--- src/rtl/sl_adc_pkg.sv ---
// Shared definitions for the hydrophone ADC to SPI transmit path:
// channel/sample sizing, serializer word layout and scheduler states.
package sl_adc_pkg;

    localparam int NUM_CH     = 4;
    localparam int SAMPLE_W   = 12;

    // Serializer word layout
    localparam int WORD_W     = 16;
    localparam int CH_LSB     = 14;
    localparam int CH_FIELD_W = 2;
    localparam int OVF_BIT    = 13;
    localparam int RSVD_BIT   = 12;
    localparam int SAMPLE_LSB = 0;

    typedef enum logic [1:0] {
        IDLE      = 2'd0,
        ISSUE     = 2'd1,
        WAIT_ACK  = 2'd2,
        WAIT_DONE = 2'd3
    } state_t;

    // Increment that sticks at 255 instead of wrapping
    function automatic logic [7:0] sat_inc8(input logic [7:0] value);
        return (value == 8'hFF) ? value : value + 8'd1;
    endfunction

endpackage

--- src/rtl/spi_tx_scheduler_if.sv ---
// Sample-in / word-out bundle of the transmit scheduler. The master side is
// the scheduler itself; the slave side is the ADC front end plus serializer.
interface spi_tx_scheduler_if #(
    parameter int NUM_CH   = sl_adc_pkg::NUM_CH,
    parameter int SAMPLE_W = sl_adc_pkg::SAMPLE_W
);
    import sl_adc_pkg::*;

    logic [NUM_CH-1:0]          ch_valid;
    logic [NUM_CH*SAMPLE_W-1:0] ch_data;
    logic                       ready_for_data;
    logic                       Indata_valid;
    logic [WORD_W-1:0]          unprocessed_MISO;

    modport master (
        input  ch_valid,
        input  ch_data,
        input  ready_for_data,
        output Indata_valid,
        output unprocessed_MISO
    );

    modport slave (
        output ch_valid,
        output ch_data,
        output ready_for_data,
        input  Indata_valid,
        input  unprocessed_MISO
    );

endinterface

--- src/rtl/rr_arbiter.sv ---
// Round-robin pick: first requesting index at or after ptr, wrapping
// modulo N. Purely combinational.
module rr_arbiter #(
    parameter int N     = 4,
    parameter int IDX_W = 2
) (
    input  logic [N-1:0]     req,
    input  logic [IDX_W-1:0] ptr,
    output logic [IDX_W-1:0] grant,
    output logic             any
);

    logic [2*N-1:0]   dbl;
    logic [N-1:0]     rot;
    logic [IDX_W-1:0] off;
    logic [IDX_W:0]   sum;

    // Rotate requests so ptr sits at bit 0, take the lowest set bit, rotate back
    always_comb begin
        dbl = {req, req};
        rot = N'(dbl >> ptr);
        off = '0;
        any = 1'b0;
        for (int k = N - 1; k >= 0; k--) begin
            if (rot[k]) begin
                off = IDX_W'(k);
                any = 1'b1;
            end
        end
        sum   = {1'b0, ptr} + {1'b0, off};
        grant = (int'(sum) >= N) ? IDX_W'(int'(sum) - N) : IDX_W'(sum);
    end

endmodule

--- src/rtl/spi_tx_scheduler.sv ---
// Collects one-shot ADC samples per channel and feeds them one word at a
// time into an SPI serializer, round-robin across channels, with overwrite
// tracking and a retry when the serializer never acknowledges a word.
module spi_tx_scheduler #(
    parameter int NUM_CH      = sl_adc_pkg::NUM_CH,
    parameter int SAMPLE_W    = sl_adc_pkg::SAMPLE_W,
    parameter int ACK_TIMEOUT = 8
) (
    input  logic               sclk,
    input  logic               rst,
    input  logic               enable,
    spi_tx_scheduler_if.master bus,
    output logic               busy,
    output logic [7:0]         overflow_count
);
    import sl_adc_pkg::*;

    localparam int CH_W  = (NUM_CH > 1) ? $clog2(NUM_CH) : 1;
    localparam int TMR_W = (ACK_TIMEOUT > 1) ? $clog2(ACK_TIMEOUT) : 1;

    state_t              state_reg;
    logic [CH_W-1:0]     ptr_reg;
    logic [CH_W-1:0]     ptr_next;
    logic [CH_W-1:0]     gnt_reg;
    logic [TMR_W-1:0]    timer_reg;
    logic [WORD_W-1:0]   word_reg;
    logic [WORD_W-1:0]   word_next;
    logic                valid_reg;
    logic                busy_reg;
    logic [7:0]          ovf_cnt_reg;
    logic [7:0]          ovf_cnt_next;

    logic [NUM_CH-1:0]   pend_vec;
    logic [NUM_CH-1:0]   ovf_vec;
    logic [NUM_CH-1:0]   ovf_event;
    logic [SAMPLE_W-1:0] hold_arr [NUM_CH];

    logic [CH_W-1:0]     grant_idx;
    logic                grant_any;
    logic                grant_fire;
    logic                ack_timeout;

    rr_arbiter #(
        .N     (NUM_CH),
        .IDX_W (CH_W)
    ) u_arb (
        .req   (pend_vec),
        .ptr   (ptr_reg),
        .grant (grant_idx),
        .any   (grant_any)
    );

    // A grant is only taken from IDLE with the serializer free
    assign grant_fire  = (state_reg == IDLE) && enable && bus.ready_for_data && grant_any;
    // Serializer never dropped ready within the allowed window
    assign ack_timeout = (state_reg == WAIT_ACK) && bus.ready_for_data &&
                         (timer_reg == TMR_W'(ACK_TIMEOUT - 1));

    // Per-channel holding register with pending / overwritten flags
    genvar gi;
    generate
        for (gi = 0; gi < NUM_CH; gi++) begin : g_ch
            logic                pend_reg;
            logic                ovf_reg;
            logic [SAMPLE_W-1:0] hold_reg;
            logic                granted;
            logic                requeue;
            logic                strobe;

            assign strobe        = bus.ch_valid[gi];
            assign granted       = grant_fire && (grant_idx == CH_W'(gi));
            assign requeue       = ack_timeout && (gnt_reg == CH_W'(gi));
            // Overwrite of an unsent sample; a strobe landing on the grant cycle is not one
            assign ovf_event[gi] = strobe && pend_reg && !granted;
            assign pend_vec[gi]  = pend_reg;
            assign ovf_vec[gi]   = ovf_reg;
            assign hold_arr[gi]  = hold_reg;

            // Capture, overwrite, grant-clear and timeout-requeue of this channel
            always_ff @(posedge sclk or negedge rst) begin
                if (!rst) begin
                    pend_reg <= 1'b0;
                    ovf_reg  <= 1'b0;
                    hold_reg <= '0;
                end else if (strobe) begin
                    hold_reg <= bus.ch_data[gi*SAMPLE_W +: SAMPLE_W];
                    pend_reg <= 1'b1;
                    if (granted) begin
                        ovf_reg <= 1'b0;
                    end else if (pend_reg) begin
                        ovf_reg <= 1'b1;
                    end
                end else if (granted) begin
                    pend_reg <= 1'b0;
                    ovf_reg  <= 1'b0;
                end else if (requeue) begin
                    pend_reg <= 1'b1;
                end
            end
        end
    endgenerate

    // Word for the channel being granted this cycle (old sample, old ovf flag)
    always_comb begin
        word_next                              = '0;
        word_next[CH_LSB +: CH_FIELD_W]        = CH_FIELD_W'(grant_idx);
        word_next[OVF_BIT]                     = ovf_vec[grant_idx];
        word_next[RSVD_BIT]                    = 1'b0;
        word_next[SAMPLE_LSB +: SAMPLE_W]      = hold_arr[grant_idx];
    end

    // Pointer moves to the slot after the granted channel
    always_comb begin
        ptr_next = (grant_idx == CH_W'(NUM_CH - 1)) ? '0 : grant_idx + CH_W'(1);
    end

    // Several channels may overwrite in one cycle; add each, sticking at 255
    always_comb begin
        ovf_cnt_next = ovf_cnt_reg;
        for (int i = 0; i < NUM_CH; i++) begin
            if (ovf_event[i]) begin
                ovf_cnt_next = sat_inc8(ovf_cnt_next);
            end
        end
    end

    // Overflow counter
    always_ff @(posedge sclk or negedge rst) begin
        if (!rst) begin
            ovf_cnt_reg <= '0;
        end else begin
            ovf_cnt_reg <= ovf_cnt_next;
        end
    end

    // Transaction sequencer with registered strobe, word and busy
    always_ff @(posedge sclk or negedge rst) begin
        if (!rst) begin
            state_reg <= IDLE;
            ptr_reg   <= '0;
            gnt_reg   <= '0;
            timer_reg <= '0;
            word_reg  <= '0;
            valid_reg <= 1'b0;
            busy_reg  <= 1'b0;
        end else begin
            valid_reg <= 1'b0;
            case (state_reg)
                IDLE: begin
                    if (grant_fire) begin
                        state_reg <= ISSUE;
                        ptr_reg   <= ptr_next;
                        gnt_reg   <= grant_idx;
                        word_reg  <= word_next;
                        valid_reg <= 1'b1;
                        busy_reg  <= 1'b1;
                    end
                end
                ISSUE: begin
                    state_reg <= WAIT_ACK;
                    timer_reg <= '0;
                end
                WAIT_ACK: begin
                    if (!bus.ready_for_data) begin
                        state_reg <= WAIT_DONE;
                    end else if (ack_timeout) begin
                        state_reg <= IDLE;
                        busy_reg  <= 1'b0;
                    end else begin
                        timer_reg <= timer_reg + TMR_W'(1);
                    end
                end
                WAIT_DONE: begin
                    if (bus.ready_for_data) begin
                        state_reg <= IDLE;
                        busy_reg  <= 1'b0;
                    end
                end
                default: begin
                    state_reg <= IDLE;
                    busy_reg  <= 1'b0;
                end
            endcase
        end
    end

    assign bus.Indata_valid     = valid_reg;
    assign bus.unprocessed_MISO = word_reg;
    assign busy                 = busy_reg;
    assign overflow_count       = ovf_cnt_reg;

endmodule

--- src/flat_wrapper.sv ---
// flat-port wrapper written by rule: the top's interface ports become plain ports
module spi_tx_scheduler_flat import sl_adc_pkg::*;
#(
    parameter int NUM_CH      = sl_adc_pkg::NUM_CH,
    parameter int SAMPLE_W    = sl_adc_pkg::SAMPLE_W,
    parameter int ACK_TIMEOUT = 8
)
  (sclk, rst, enable, busy, overflow_count, bus_ch_valid, bus_ch_data, bus_ready_for_data, bus_Indata_valid, bus_unprocessed_MISO);
  spi_tx_scheduler_if #(.NUM_CH(NUM_CH), .SAMPLE_W(SAMPLE_W)) bus_i ();
  input  logic sclk;
  input  logic rst;
  input  logic enable;
  output logic busy;
  output logic [7:0] overflow_count;
  input wire logic [$bits(bus_i.ch_valid)-1:0] bus_ch_valid;
  input wire logic [$bits(bus_i.ch_data)-1:0] bus_ch_data;
  input wire logic [$bits(bus_i.ready_for_data)-1:0] bus_ready_for_data;
  output wire logic [$bits(bus_i.Indata_valid)-1:0] bus_Indata_valid;
  output wire logic [$bits(bus_i.unprocessed_MISO)-1:0] bus_unprocessed_MISO;
  assign bus_i.ch_valid = bus_ch_valid;
  assign bus_i.ch_data = bus_ch_data;
  assign bus_i.ready_for_data = bus_ready_for_data;
  assign bus_Indata_valid = bus_i.Indata_valid;
  assign bus_unprocessed_MISO = bus_i.unprocessed_MISO;
  spi_tx_scheduler #(.NUM_CH(NUM_CH), .SAMPLE_W(SAMPLE_W), .ACK_TIMEOUT(ACK_TIMEOUT)) u_core (.sclk(sclk), .rst(rst), .enable(enable), .bus(bus_i), .busy(busy), .overflow_count(overflow_count));
endmodule
--- config.mk ---
export PLATFORM = sky130hd
export DESIGN_NAME = spi_tx_scheduler_flat
export DESIGN_NICKNAME = d
export VERILOG_FILES = /design/src/rtl/sl_adc_pkg.sv /design/src/rtl/spi_tx_scheduler_if.sv /design/src/rtl/rr_arbiter.sv /design/src/rtl/spi_tx_scheduler.sv /design/src/flat_wrapper.sv
export SDC_FILE = /design/constraint.sdc
export NUM_CORES = 1
export LEC_CHECK = 0
export BUFFER_PORTS_ARGS = -buffer_cell sky130_fd_sc_hd__buf_4
export CAP_MARGIN = 20
export CORE_MARGIN = 2
export CORE_UTILIZATION = 64
export CTS_BUF_LIST = sky130_fd_sc_hd__clkbuf_4
export DETAILED_ROUTE_END_ITERATION = 8
export GPL_TIMING_DRIVEN = 0
export MAX_ROUTING_LAYER = met4
export PLACE_DENSITY = 0.9
export SLEW_MARGIN = 20
export SYNTH_ARGS = -nofsm -noshare
export SYNTH_HDL_FRONTEND = slang
export SYNTH_SLANG_ARGS = --single-unit
--- constraint.sdc ---
create_clock -name sclk -period 12.3 [get_ports sclk]
set_input_delay 1.23 -clock sclk [delete_from_list [all_inputs] [get_ports sclk]]
set_output_delay 1.23 -clock sclk [all_outputs]
set_load 0.02 [all_outputs]
# After elaboration in Yosys (flattened, before gate mapping)
# Cells that the tools add are included.
[classes] n_bitwise=1 reduce_logical=50 n_shift=1 eq_ne=20 order_cmp=3 add_sub_neg=8 muxes=66
[op_table] operator="$mux W8" n=8
[op_table] operator="$mux W1" n=39
[op_table] operator="$add A8 B1 Y8 const B" n=4
[op_table] operator="$eq A8 B8 Y1 const B" n=4
[op_table] operator="$bmux W12 S2" n=1
[op_table] operator="$mux W12" n=2
[op_table] operator="$logic_and A1 B1 Y1" n=21
[op_table] operator="$mux W2" n=10
[op_table] operator="$reduce_bool A2 Y1" n=9
[op_table] operator="$reduce_bool A3 Y1" n=5
[op_table] operator="$eq A2 B2 Y1 const B" n=6
[op_table] operator="$reduce_and A2 Y1" n=5
[op_table] operator="$pmux W2 S4" n=1
[op_table] operator="$shr A8 B2 Y4" n=1
[op_table] operator="$eq A2 B1 Y1 const B" n=3
[op_table] operator="$ge A3 B3 Y1 const B" n=2
[op_table] operator="$logic_not A2 Y1" n=3
[op_table] operator="$mux W3" n=2
[op_table] operator="$ne A2 B2 Y1 const B" n=3
[op_table] operator="$pmux W3 S2" n=1
[op_table] operator="$reduce_and A3 Y1" n=2
[op_table] operator="$reduce_and A5 Y1" n=1
[op_table] operator="$logic_not A1 Y1" n=4
[op_table] operator="$ne A2 B1 Y1 const B" n=2
[op_table] operator="10 further kinds" n=10
[totals] elab_cells=169 output_inout_bits=26 in_bits=56 regBits=90

# Longest topological paths before layout
# Gate-level depths: netlist (run 1).
[depth] depth_word=22 ltp_mapped=33 depth_no_buf=30

# Modules after synthesis
# From an unflattened synthesis (run 1), not the netlist that was laid out.
[unflattened] hier_cells=468 area_unflattened_um2=5026.1
[modules_own_cells] mod="spi_tx_scheduler" cells_each=445 n_inst=1 area_per_inst_um2=4845.9 seq_area_each_um2=2202.1
[modules_own_cells] mod="rr_arbiter" cells_each=23 n_inst=1 area_per_inst_um2=180.2 seq_area_each_um2=0.0

# Worst setup path before layout (run 1)
# No wires, ideal clock.
[synth_path] path_type="register to register" from="register u_core.g_ch[2].pend_reg" to="register u_core.ovf_cnt_reg[1], in the netlist u_core.overflow_count[1]" synth_period_minus_slack_ns=6.643 n_path_buf=4 path_slack_ns=5.657 arrival_time_ns=6.516 required_ns=12.173 setup_time_ns=0.127 path_stages_with_launch=32 path_cell_list="dfrtp_1 > buf_2 > nor2b_1 > a21oi_1 > nor2_1 > a21oi_1 > a21oi_1 > ha_1 > clkbuf_1 > buf_1 > inv_1 > ha_1 > inv_1 > o21ai_1 > nor2_1 > xnor2_1 > ha_1 > buf_1 > o211ai_1 > a2111oi_4 > a21oi_2 > mux2_2 > ha_1 > and2_1 > and2_1 > nand2_1 > nand2_1 > xnor2_1 > ha_1 > nand2_1 > o31ai_1 > mux2_1"
[synth_via] elab_chain_cells=22 word_cells_on_any_way=44 cone_classes="5 x add/sub; 1 x order compare; 6 x eq/ne; 1 x shift; 16 x mux; 15 x reduce/logical"
[synth_lines] item="start, declared" line_no="spi_tx_scheduler.sv:63" source="logic pend_reg;"
[synth_lines] item="start signal, assigned" line_no="spi_tx_scheduler.sv:82" source="pend_reg <= 1'b0;"
[synth_lines] item="start signal, assigned" line_no="spi_tx_scheduler.sv:87" source="pend_reg <= 1'b1;"
[synth_lines] item="start signal, assigned" line_no="spi_tx_scheduler.sv:94" source="pend_reg <= 1'b0;"
[synth_lines] item="$shr A8 B2 Y4 *" line_no="rr_arbiter.sv:21" source="rot = N'(dbl >> ptr);"
[synth_lines] item="$mux W2 (3 in series)" line_no="rr_arbiter.sv:25" source="if (rot[k]) begin"
[synth_lines] item="$mux W2 *" line_no="rr_arbiter.sv:25"
[synth_lines] item="$add A2 B2 Y3 *" line_no="rr_arbiter.sv:30" source="sum = {1'b0, ptr} + {1'b0, off};"
[synth_lines] item="$ge A3 B3 Y1 or $sub A2 B1 Y2 (tied branches)" line_no="rr_arbiter.sv:31" source="grant = (int'(sum) >= N) ? IDX_W'(int'(sum) - N) : IDX_W'(sum);"
[synth_lines] item="$mux W2 *" line_no="rr_arbiter.sv:31"
[synth_lines] item="net u_core.grant_idx[0]" line_no="spi_tx_scheduler.sv:38" source="logic [CH_W-1:0] grant_idx;"
[synth_lines] item="$logic_not A2 Y1" line_no="spi_tx_scheduler.sv:71" source="assign granted = grant_fire && (grant_idx == CH_W'(gi));"
[synth_lines] item="(+6 left out)"
[synth_lines] item="$mux W8" line_no="spi_tx_scheduler.sv:121" source="if (ovf_event[i]) begin"
[synth_lines] item="$add A8 B1 Y8 or $eq A8 B8 Y1 (tied branches)" line_no="sl_adc_pkg.sv:25" source="return (value == 8'hFF) ? value : value + 8'd1;"
[synth_lines] item="$mux W8" line_no="sl_adc_pkg.sv:25"
[synth_lines] item="$mux W8" line_no="spi_tx_scheduler.sv:121"
[synth_lines] item="$add A8 B1 Y8 or $eq A8 B8 Y1 (tied branches)" line_no="sl_adc_pkg.sv:25"
[synth_lines] item="$mux W8" line_no="sl_adc_pkg.sv:25"
[synth_lines] item="$mux W8 *" line_no="spi_tx_scheduler.sv:121"
[synth_lines] item="net u_core.ovf_cnt_next[1]" line_no="spi_tx_scheduler.sv:31" source="logic [7:0] ovf_cnt_next;"
[synth_lines] item="end signal, assigned" line_no="spi_tx_scheduler.sv:132" source="ovf_cnt_reg <= ovf_cnt_next;"
[synth_lines] item="end, declared" line_no="spi_tx_scheduler.sv:30" source="logic [7:0] ovf_cnt_reg;"
# The timed path passes the listed nets; every way through them passes the cells marked *.
# A chain may end at the register's enable or synchronous reset.

# Worst setup path in the final report (run 1)
[layout_path] from="register u_core.ptr_reg[1]" to="register u_core.ovf_cnt_reg[1], in the netlist u_core.overflow_count[1]"
[layout_via] elab_chain_cells=22 word_cells_on_any_way=43 cone_classes="5 x add/sub; 1 x order compare; 6 x eq/ne; 1 x shift; 16 x mux; 14 x reduce/logical"
[layout_lines] item="start, declared" line_no="spi_tx_scheduler.sv:22" source="logic [CH_W-1:0] ptr_reg;"
[layout_lines] item="start signal, assigned" line_no="spi_tx_scheduler.sv:152" source="ptr_reg <= ptr_next;"
[layout_lines] item="$shr A8 B2 Y4" line_no="rr_arbiter.sv:21"
[layout_lines] item="$mux W2 (4 in series)" line_no="rr_arbiter.sv:25"
[layout_lines] item="$add A2 B2 Y3 *" line_no="rr_arbiter.sv:30"
[layout_lines] item="$ge A3 B3 Y1 or $sub A2 B1 Y2 (tied branches)" line_no="rr_arbiter.sv:31"
[layout_lines] item="$mux W2 *" line_no="rr_arbiter.sv:31"
[layout_lines] item="net u_core.grant_idx[1]" line_no="spi_tx_scheduler.sv:38"
[layout_lines] item="$logic_not A2 Y1" line_no="spi_tx_scheduler.sv:71"
[layout_lines] item="$logic_and A1 B1 Y1" line_no="spi_tx_scheduler.sv:71"
[layout_lines] item="(+5 left out)"
[layout_lines] item="$mux W8" line_no="spi_tx_scheduler.sv:121"
[layout_lines] item="$add A8 B1 Y8 or $eq A8 B8 Y1 (tied branches)" line_no="sl_adc_pkg.sv:25"
[layout_lines] item="$mux W8" line_no="sl_adc_pkg.sv:25"
[layout_lines] item="$mux W8" line_no="spi_tx_scheduler.sv:121"
[layout_lines] item="$add A8 B1 Y8 or $eq A8 B8 Y1 (tied branches)" line_no="sl_adc_pkg.sv:25"
[layout_lines] item="$mux W8" line_no="sl_adc_pkg.sv:25"
[layout_lines] item="$mux W8 *" line_no="spi_tx_scheduler.sv:121"
[layout_lines] item="net u_core.ovf_cnt_next[1]" line_no="spi_tx_scheduler.sv:31"
# Marks and branches as above.

==> results.md, run 1 <==
* Worst path max stage delay at 0.61 ns
* Layout cell share with drive strength beyond 1 at 0.353
* PortBufs at 76
* Number of H-tree levels at 3
* Met3 usage at 0.0766
* Avg WL per Cell at 19.5 um
* Initial drt markers at 448
* Min-Delay Path Class: reg2reg
* Gate count of the mapped netlist at 480
* Period utilization at 0.663
* Pwr/cell area at 239 nW/um^2
* Resize count post-CTS at 0
* WP data required at 12.67 ns
* Die Wd at 94.6 um
* CP most frequent cell: ha_1
* Least-Margin Pin Slew at 0.814 ns
* Grt peak-use layer: met2
* CP max FO at 11
* CORE AREA at 8090 um^2
* HPWL Detailed at 9700 um
* Leakage at 2.55 nW
* Main synth FF type: dfrtp_1
* Worst path slowest cell: xnor2_1
* Filler instances at 539
* TritonCTS buffer count at 9
* Die footprint at 8950 um^2
* Largest net degree at the start of global routing at 89
* Root cell of the clock tree: clkbuf_4
* Io pins at 82
* Total GRT Usage at 0.320
* Post-Route WL at 13,200 um
* Worst vdd ir at 0.000125 V
* Post-CTS setup buffer count at 0
* Number of flops mapped to enable cells by yosys at 0
* Synth top area share at 0.419
* Number of vias per cell at 6.40
* Initial Util at 0.649
* Antenna Nets Post-Route at 0
* Setup tns final at 0 ns
* Setup Crit Path Kind: reg2reg
* # DRC at 0
* Global-route wire length before repair at 21,300 um
* Switching share of total power at 0.462
* CTS Sinks at 88
* Site Rows at 33
* Met1 usage at 0.382
* Status: finished, final reports clean
* WP buf/inv at 4
* Final Max Slew Viols at 0
* Synth warnings at 0
* Ys async rst share at 1.00
* Max reg flops at 48
* Clock-pin slew on the worst setup and hold paths at 0.17 ns
* GP Congestion at 0.948
* #FFs+latches synth at 88
* Setup slack, reg-to-reg at 4.15 ns
* Clk_skew at 0.0292 ns
* Logic pwr share at 0.599
* Final net count at 634
* Syn nets at 547
* Vias at 4,335
* Die Ht at 94.6 um
* Switching power total at 0.000673 W
* Grt ovf at 0
* CTS Hold Bufs at 0
* Worst EP arrival at 8.52 ns
* Fmax at 123 MHz
* Worst Setup Start Kind: flop
* P_int at 0.000782 W
* Pre-Repair DR Iteration Count at 5
* Area growth from synthesis to layout at 15.9%
* Hold_ws at 0.509 ns
* Final core area utilization at 0.752
* Reg power frac at 0.291
* Vias in the first global route at 4,467
* CTS tree: built
* Maximum root-to-sink buffer count at 2
* Cells taking the most area after synthesis: dfrtp_1 (42%), mux2_2 (15%), mux4_2 (6.0%)
* Clock share of power at 0.110
* Seq/Total Area, Yosys at 0.419
* Slew Limit Headroom at 0.458
* Synthesized cell area at 5250 um^2
* Endpoints failing setup at 0
* Hold Fails Final Rpt at 0
* RSZ-0062 raised after global routing: false
* Final min period at 8.15 ns
* GRT met2 Usage at 0.521
* Top delay family on crit path: compound AO/OA/AOI/OAI gates
* Worst-Skew Late Latency at 0.46 ns
* Initial antenna violation count at 0
* Post-synthesis average cell area at 10.9 um^2
* Max-cap violations at 0
* Post-synth cell types at 72
* Ant diodes at 0
* Setup crit end kind: flop
* Area leader, netlist: dfrtp_1
[final timing paths]
check                                                        to                    from  depth (start not counted)
worst max register to register         u_core.overflow_count[1]       u_core.ptr_reg[1]                         31
worst min-delay path                     u_core.g_ch[1].ovf_reg  u_core.g_ch[1].ovf_reg                          2
max in group asynchronous       u_core.bus.unprocessed_MISO[11]                     rst                          1
min in group asynchronous            u_core.g_ch[0].hold_reg[4]                     rst                          1
worst min register to register           u_core.g_ch[1].ovf_reg  u_core.g_ch[1].ovf_reg                          2
worst max-delay path                   u_core.overflow_count[1]       u_core.ptr_reg[1]                         31
[area by class of cell]
| class | instances | area (um^2) | area share |
|---|---|---|---|
| clock buffer | 9 | 67.6 | 0.0111 |
| clock inverter | 7 | 60.1 | 0.00987 |
| inverter | 11 | 41.3 | 0.00678 |
| tap | 105 | 131 | 0.0216 |
| sequential | 88 | 2200 | 0.362 |
| timing repair buffer | 76 | 574 | 0.0943 |
| multi-input combinational | 355 | 2890 | 0.474 |
| buffer | 26 | 125 | 0.0206 |
[cell families after synthesis]
| kind of cell | synth area share |
|---|---|
| flops | 0.419 |
| buf+inv | 0.0317 |
| mux | 0.222 |
| fa+ha+maj | 0.0262 |
| other cells | 0.000714 |
| simple gates | 0.143 |
| xor+xnor | 0.0233 |
| compound gates | 0.134 |
[routing by layer]
metal,wire length (um),up-vias
li1,-,1965
met1,5350,2123
met2,6570,212
met3,990,35
met4,295,0
met5,0,-
[metrics by stage]
step	total power (W)	instance area [um^2]	setup WS, ns	std cells
global route	0.00154	6090	3.61	677
floorplan	0.00104	5250	5.66	480
global placement	0.00125	5960	4.43	661
CTS	0.00144	6080	4.24	677
finish	0.00145	6090	4.15	677
detailed placement	0.00128	5960	4.34	661
[cell usage in the layout (no fill, tap or decap), types with 8 or more instances in the layout]
cell type  count
nand2_1       43
buf_4         78
xnor2_1        9
dfrtp_1       88
inv_1         11
nor2_1        27
clkbuf_4       9
o21ai_0       15
ha_1          11
nand3_1       14
a21oi_1       19
mux2_2        70
mux4_2        14
clkbuf_1      13
and2_1         9
nor3_1         8
[cell usage after synthesis, types with 4 or more instances]
master and number:
o21ai_0 15, a21oi_1 19, nor2b_1 4, nor3_1 8
mux2i_1 5, mux2_2 70, nand3_1 14, nor2_1 27
xor2_1 5, and3_1 4, xnor2_1 9, mux4_2 14
inv_1 11, o21a_1 5, a31oi_1 5, and2_1 9
ha_1 11, nand2b_1 7, buf_2 7, dfrtp_1 88
a211oi_1 5, nand4_1 5, clkbuf_1 13, nand2_1 43
[tightest hold or removal path: stages, from the launching register on]
cell	delay, ns
dfrtp_1	0.38
nand2_1	0.05
nand2_1	0.06
[power groups by stage]
stage / combinational, W / clock, W / sequential [W]
floorplan: 0.000586 / 0 / 0.000456
global placement: 0.000826 / 0 / 0.000419
detailed placement: 0.000853 / 0 / 0.000426
CTS: 0.000859 / 0.000161 / 0.000421
global route: 0.000937 / 0.000172 / 0.000430
finish: 0.000872 / 0.000160 / 0.000423
Power figures use the tool's default switching activity.
==> run 2: changes to the inputs <==
--- a/config.mk
+++ b/config.mk
@@ -5,15 +5,16 @@
 export SDC_FILE = /design/constraint.sdc
 export NUM_CORES = 1
 export LEC_CHECK = 0
+export ABC_AREA = 1
 export BUFFER_PORTS_ARGS = -buffer_cell sky130_fd_sc_hd__buf_4
 export CAP_MARGIN = 20
 export CORE_MARGIN = 2
-export CORE_UTILIZATION = 64
+export CORE_UTILIZATION = 59
 export CTS_BUF_LIST = sky130_fd_sc_hd__clkbuf_4
 export DETAILED_ROUTE_END_ITERATION = 8
 export GPL_TIMING_DRIVEN = 0
 export MAX_ROUTING_LAYER = met4
-export PLACE_DENSITY = 0.9
+export PLACE_DENSITY = 0.83
 export SLEW_MARGIN = 20
 export SYNTH_ARGS = -nofsm -noshare
 export SYNTH_HDL_FRONTEND = slang
==> constraint.sdc (replaced) <==
create_clock -name sclk -period 8.3 [get_ports sclk]
set_input_delay 0.83 -clock sclk [delete_from_list [all_inputs] [get_ports sclk]]
set_output_delay 0.83 -clock sclk [all_outputs]
set_load 0.02 [all_outputs]
==> run 2 against run 1 <==
  * Sequential cell count unchanged
  * Non-clock buffer count down 2
  * Clock skew down 0.0046 ns
  * Synthesized area up 0.71%
  * First-iteration DRC count down 4.5%
  * Die area up 8.8%
  * Power up 47%
  * Fmax up 35%
  * Largest power group unchanged
==> results.md, run 2 <==
* Cell Area, Placed at 6010 um^2
* WP data required at 8.61 ns
* CP max FO at 11
* Synthesized cell area at 5290 um^2
* Number of flops mapped to enable cells by yosys at 0
* Setup crit end kind: flop
* Worst EP arrival at 6.33 ns
* Area leader, netlist: dfrtp_1
* Vias in the first global route at 4,851
* Grt ovf at 0
* Min-Delay Path Class: in2async
* Post-synthesis average cell area at 7.96 um^2
* Antenna Nets Post-Route at 0
* P_int at 0.00105 W
* Clock share of power at 0.108
* Logic pwr share at 0.605
* Hold Fails Final Rpt at 0
* Status: finished, final reports clean
* Syn nets at 732
* Fmax at 166 MHz
* Synth top area share at 0.416
* Initial antenna violation count at 0
* Reg power frac at 0.286
* Worst Setup Start Kind: flop
* Die Ht at 98.7 um
* Initial drt markers at 428
* Vias at 4,888
* Area growth from synthesis to layout at 16.1%
* Resize count post-CTS at 0
* Final core area utilization at 0.704
* Final net count at 821
* Number of H-tree levels at 3
* Commonest non-fill, non-tap cell in the layout: nand2_1
* Worst-Skew Late Latency at 0.43 ns
* Ant diodes at 0
* Max-cap violations at 0
* Final min period at 6.03 ns
* Die Wd at 98.7 um
* # DRC at 0
* Setup tns final at 0 ns
* Worst vdd ir at 0.000196 V
* Avg WL per Cell at 15.3 um
* GP Congestion at 0.937
* Io pins at 82
* Slew Limit Headroom at 0.489
* Leakage at 3.12 nW
* Main synth FF type: dfrtp_1
* Pre-Repair DR Iteration Count at 5
* Switching share of total power at 0.512
* Worst path slowest cell: dfrtp_1
* Clk_skew at 0.0247 ns
* Pwr Total at 0.00214 W
* Cells taking the most area after synthesis: dfrtp_1 (42%), nand2_1 (14%), mux2_2 (5.1%)
* Initial Util at 0.607
* Endpoints failing setup at 0
* R2R depth at 37
* Switching power total at 0.00110 W
* Gate count of the mapped netlist at 665
* Place WS at 2.38 ns
* Post-synth cell types at 39
* Total GRT Usage at 0.299
* Number of vias per cell at 5.65
* Period utilization at 0.726
* Setup Crit Path Kind: reg2reg
* #FFs+latches synth at 88
* Post-CTS setup buffer count at 0
* Maximum root-to-sink buffer count at 2
* CTS Sinks at 88
* Site Rows at 34
* WP buf/inv at 5
* PortBufs at 78
* Global-route wire length before repair at 22,900 um
* RSZ-0062 raised after global routing: false
* CTS Hold Bufs at 0
* CTS tree: built
* HPWL Detailed at 10,100 um
* Synth warnings at 0
* CP Depth at 37
* Ys async rst share at 1.00
* Final Max Slew Viols at 0
* Die footprint at 9740 um^2
* CP most frequent cell: nand2_1
* Max reg flops at 48
* Least-Margin Pin Slew at 0.767 ns
* Most common cell in the netlist: nand2_1
* Pwr/cell area at 349 nW/um^2
* Root cell of the clock tree: clkbuf_4
* TritonCTS buffer count at 9
* Seq/Total Area, Yosys at 0.416
* Commonest cells after routing, fill and taps aside: nand2_1 (203), dfrtp_1 (88), buf_4 (79), inv_1 (65), nand3_1 (48)
* Clock-pin slew on the worst setup and hold paths at 0.14 ns
* Top delay family on crit path: simple AND/OR/NAND/NOR gates
* Final critical-path setup slack at 2.27 ns
* CORE AREA at 8720 um^2
* Largest net degree at the start of global routing at 89
* Layout cell share with drive strength beyond 1 at 0.252
* Final instance area at 6140 um^2
* Most instantiated cells after synthesis: nand2_1 (203), dfrtp_1 (88), inv_1 (65)
* Post-Route WL at 13,200 um
* Worst path max stage delay at 0.47 ns
-- run 2: cell count changes in the layout (fill, tap and decap cells not counted), sizes merged, moves of 8 or more --
cell and change:
mux4 -14, inv +60, nand3 +52, o211ai +21, and2 -10, mux2 -47, nand2 +187, xnor2 -9
nor2 +14, buf -8, o21ai +29, a21oi -13
-- run 2: power by group through the flow --
stage / registers (W) / logic, W / clock network, W
after floorplan: 0.000658 / 0.000869 / 0
after global placement: 0.000613 / 0.00124 / 0
after detailed placement: 0.000617 / 0.00129 / 0
after CTS: 0.000610 / 0.00129 / 0.000234
after global routing: 0.000626 / 0.00146 / 0.000258
final: 0.000614 / 0.00130 / 0.000232
-- run 2: cell type report --
cell class / instances / area, um^2
Tap cell: 108 / 135
Inverter: 75 / 282
Multi-Input combinational cell: 480 / 2710
Sequential cell: 88 / 2200
Buffer: 22 / 103
Fill cell: 669 / 2580
Clock buffer: 9 / 67.6
Clock inverter: 5 / 58.8
Timing Repair Buffer: 78 / 589
-- run 2: kinds of logic (layout without fill, tap and decap cells) --
logic type | count (synthesis) | after routing | synth area share
xor+xnor | 3 | 3 | 0.00497
simple gates | 351 | 351 | 0.328
buf+inv | 97 | 189 | 0.0726
flops | 88 | 88 | 0.416
other cells | 1 | 1 | 0.000709
compound gates | 90 | 90 | 0.100
mux | 24 | 24 | 0.0511
fa+ha+maj | 11 | 11 | 0.0260
-- run 2: metal layers --
metal	global-route usage	vias up	wire length, um
li1	-	2331	-
met1	0.415	2356	5800
met2	0.460	174	6440
met3	0.0596	27	728
met4	0.0727	0	218
met5	-	-	0
-- run 2: metrics by stage --
stage / cells / hold slack, ns
floorplan: 665 / 0.448
global placement: 851 / 0.460
detailed placement: 851 / 0.466
CTS: 865 / 0.493
global route: 865 / 0.462
finish: 865 / 0.432
-- run 2: worst register-to-register path, delay by kind of cell (launching register included) --
| kind | cells | cell delay, ns |
|---|---|---|
| fa+ha+maj | 5 | 1.14 |
| compound gates | 1 | 0.17 |
| simple gates | 25 | 3.06 |
| buf+inv | 5 | 0.97 |
| xor+xnor | 1 | 0.07 |
| flops | 1 | 0.47 |
-- run 2: worst paths after layout --
kind	slack [ns]	end	startpoint
max in group asynchronous	7.32	u_core.overflow_count[4]	rst
worst max-delay path	2.27	u_core.overflow_count[1]	u_core.ptr_reg[0]
worst min-delay path	0.43	u_core.g_ch[3].hold_reg[6]	rst
worst max register to register	2.27	u_core.overflow_count[1]	u_core.ptr_reg[0]
worst min register to register	0.50	u_core.g_ch[1].ovf_reg	u_core.g_ch[1].ovf_reg
min in group sclk	0.50	u_core.g_ch[1].ovf_reg	u_core.g_ch[1].ovf_reg
==> run 3: changes to the inputs <==
--- a/config.mk
+++ b/config.mk
@@ -9,12 +9,12 @@
 export BUFFER_PORTS_ARGS = -buffer_cell sky130_fd_sc_hd__buf_4
 export CAP_MARGIN = 20
 export CORE_MARGIN = 2
-export CORE_UTILIZATION = 59
+export CORE_UTILIZATION = 54
 export CTS_BUF_LIST = sky130_fd_sc_hd__clkbuf_4
 export DETAILED_ROUTE_END_ITERATION = 8
 export GPL_TIMING_DRIVEN = 0
 export MAX_ROUTING_LAYER = met4
-export PLACE_DENSITY = 0.83
+export PLACE_DENSITY = 0.8
 export SLEW_MARGIN = 20
 export SYNTH_ARGS = -nofsm -noshare
 export SYNTH_HDL_FRONTEND = slang
==> constraint.sdc (replaced) <==
create_clock -name sclk -period 5.1 [get_ports sclk]
set_input_delay 0.51 -clock sclk [delete_from_list [all_inputs] [get_ports sclk]]
set_output_delay 0.51 -clock sclk [all_outputs]
set_load 0.02 [all_outputs]
==> run 3 against run 2 <==
  * Worst hold slack lost 0.34 ns
  * Register-to-register slack lost 2.0 ns
  * Highest routed layer unchanged
  * Via count grew 0.31%
  * Global-route usage shrank 2.1 points
  * First-iteration DRC count grew 5.6%
  * Power grew 73%
  * Sequential cell count is the same
  * Combinational power grew 82%
==> results.md, run 3 (synthesized netlist as in run 2, its figures left out) <==
* Status: finished, final reports clean
* Site Rows at 36
* Ant diodes at 0
* WP data required at 5.47 ns
* Max reg flops at 48
* Number of vias per cell at 5.38
* Filler instances at 836
* Avg WL per Cell at 14.9 um
* RR Startpoint: u_core.ptr_reg[0]
* Leakage at 3.23 nW
* TritonCTS buffer count at 9
* Slew Limit Headroom at 0.489
* Grt ovf at 0
* Die Ht at 103 um
* Cell count after placement at 876
* FF/Latch Area at 2200 um^2
* Area growth from synthesis to layout at 21.4%
* Worst vdd ir at 0.000265 V
* Total GRT Usage at 0.278
* Max-cap violations at 0
* Worst EP arrival at 5.15 ns
* Final min period at 4.78 ns
* Fmax at 209 MHz
* Initial drt markers at 452
* GP Congestion at 0.856
* Min-Delay Path Class: in2async
* Setup slack, reg-to-reg at 0.32 ns
* Number of H-tree levels at 3
* Io pins at 82
* Initial Util at 0.549
* Reg2reg end: u_core.overflow_count[5]
* Antenna Nets Post-Route at 0
* Clk_skew at 0.0170 ns
* R2R depth at 35
* Worst Setup Start Kind: flop
* Layout cell share with drive strength beyond 1 at 0.289
* Commonest cells after routing, fill and taps aside: nand2_1 (200), buf_4 (98), dfrtp_1 (87), inv_1 (64), nand3_1 (47)
* Clock-pin slew on the worst setup and hold paths at 0.15 ns
* Vias at 4,903
* RSZ-0062 raised after global routing: false
* HPWL Detailed at 10,200 um
* Commonest non-fill, non-tap cell in the layout: nand2_1
* CORE AREA at 9640 um^2
* Root cell of the clock tree: clkbuf_4
* CTS tree: built
* Final instance area at 6420 um^2
* Vias in the first global route at 4,738
* Post-Route WL at 13,500 um
* Largest net degree at the start of global routing at 89
* Final std cells w/o fill at 911
* CTS Sinks at 88
* Die Wd at 103 um
* Final Max Slew Viols at 0
* Worst-Skew Late Latency at 0.45 ns
* Global-route wire length before repair at 22,200 um
* Least-Margin Pin Slew at 0.767 ns
* Period utilization at 0.937
* Cell Area, Placed at 6040 um^2
* Pwr/cell area at 579 nW/um^2
* Endpoints failing setup at 0
* Setup crit end kind: flop
* Pre-Repair DR Iteration Count at 5
* Worst path max stage delay at 0.47 ns
* Hold Fails Final Rpt at 0
* Die footprint at 10,600 um^2
* Worst path slowest cell: dfrtp_2
* Multi-input logic area at 2790 um^2
* CP max FO at 18
* Initial antenna violation count at 0
* PortBufs at 78
* Maximum root-to-sink buffer count at 2
* Setup Crit Path Kind: reg2reg
* # DRC at 0
* Final net count at 840
* CTS Hold Bufs at 0
## run 3: cell count changes in the layout (fill, tap and decap cells not counted), sizes merged
cell,before,now
buf,81,101
clkinv,2,3
clkinvlp,2,3
bufinv,1,0
## run 3: final cells by class
type	instances	share of cell area
Buffer	21	0.0154
Multi-Input combinational cell	480	0.434
Timing Repair Buffer	98	0.117
Sequential cell	88	0.343
Clock inverter	6	0.00682
Clock buffer	10	0.0117
Tap cell	133	0.0259
Inverter	75	0.0458
## run 3: critical path: cells and delay by family (launching register included)
kind / cells / cell delay, ns
compound gates: 1 / 0.16
simple gates: 23 / 2.45
xor+xnor: 1 / 0.15
buf+inv: 5 / 0.56
fa+ha+maj: 5 / 0.89
flops: 1 / 0.47
## run 3: through the flow
step / worst slack [ns] / hold WS [ns] / power, W / TNS (ns) / util
5_1_grt: 0.0119 / 0.115 / 0.00401 / 0 / 0.667
2_1_floorplan: 0.101 / 0.214 / 0.00249 / 0 / -
6_report: 0.320 / 0.0889 / 0.00372 / 0 / 0.667
3_5_place_dp: -0.892 / 0.469 / 0.00311 / -6.42 / 0.627
3_3_place_gp: -0.689 / 0.466 / 0.00304 / -5.00 / 0.627
4_1_cts: 0.00626 / 0.231 / 0.00360 / 0 / 0.656
## run 3: worst max path at each step
stage,start,end,depth (start not counted)
3_5_place_dp,u_core.ptr_reg[0],u_core.overflow_count[6],37
4_1_cts,u_core.ptr_reg[0],u_core.overflow_count[1],38
6_report,u_core.ptr_reg[0],u_core.overflow_count[5],35
3_3_place_gp,u_core.ptr_reg[0],u_core.overflow_count[6],37
2_1_floorplan,u_core.ptr_reg[0],u_core.overflow_count[6],37
5_1_grt,u_core.ptr_reg[0],u_core.overflow_count[3],38
## run 3: per-layer routing
layer  global-route usage  wire (um)  part of all wire  up-vias
met5                    -          0                 0        -
met4               0.0688        196             0.014        0
met3               0.0597        936             0.069       25
met2                0.423       6390              0.47      202
met1                0.384       6030              0.44     2301
li1                     -          -                 -     2375
## run 3: where the power goes
| part | switching [W] | leakage (nW) | total (W) | internal [W] |
|---|---|---|---|---|
| Sequential | 0.000144 | 1.03 | 0.000998 | 0.000854 |
| Clock | 0.000242 | 0.0567 | 0.000348 | 0.000106 |
| Combinational | 0.00152 | 2.14 | 0.00237 | 0.000852 |
| Total | 0.00191 | 3.23 | 0.00372 | 0.00181 |
## run 3: repair_timing
item / 4_1_cts / 5_1_grt
resized for setup: 18 / 10
gates cloned: 0 / 0
pin swaps: 7 / 10
setup buffers: 10 / 10
endpoints found under the setup margin: 8 / 8
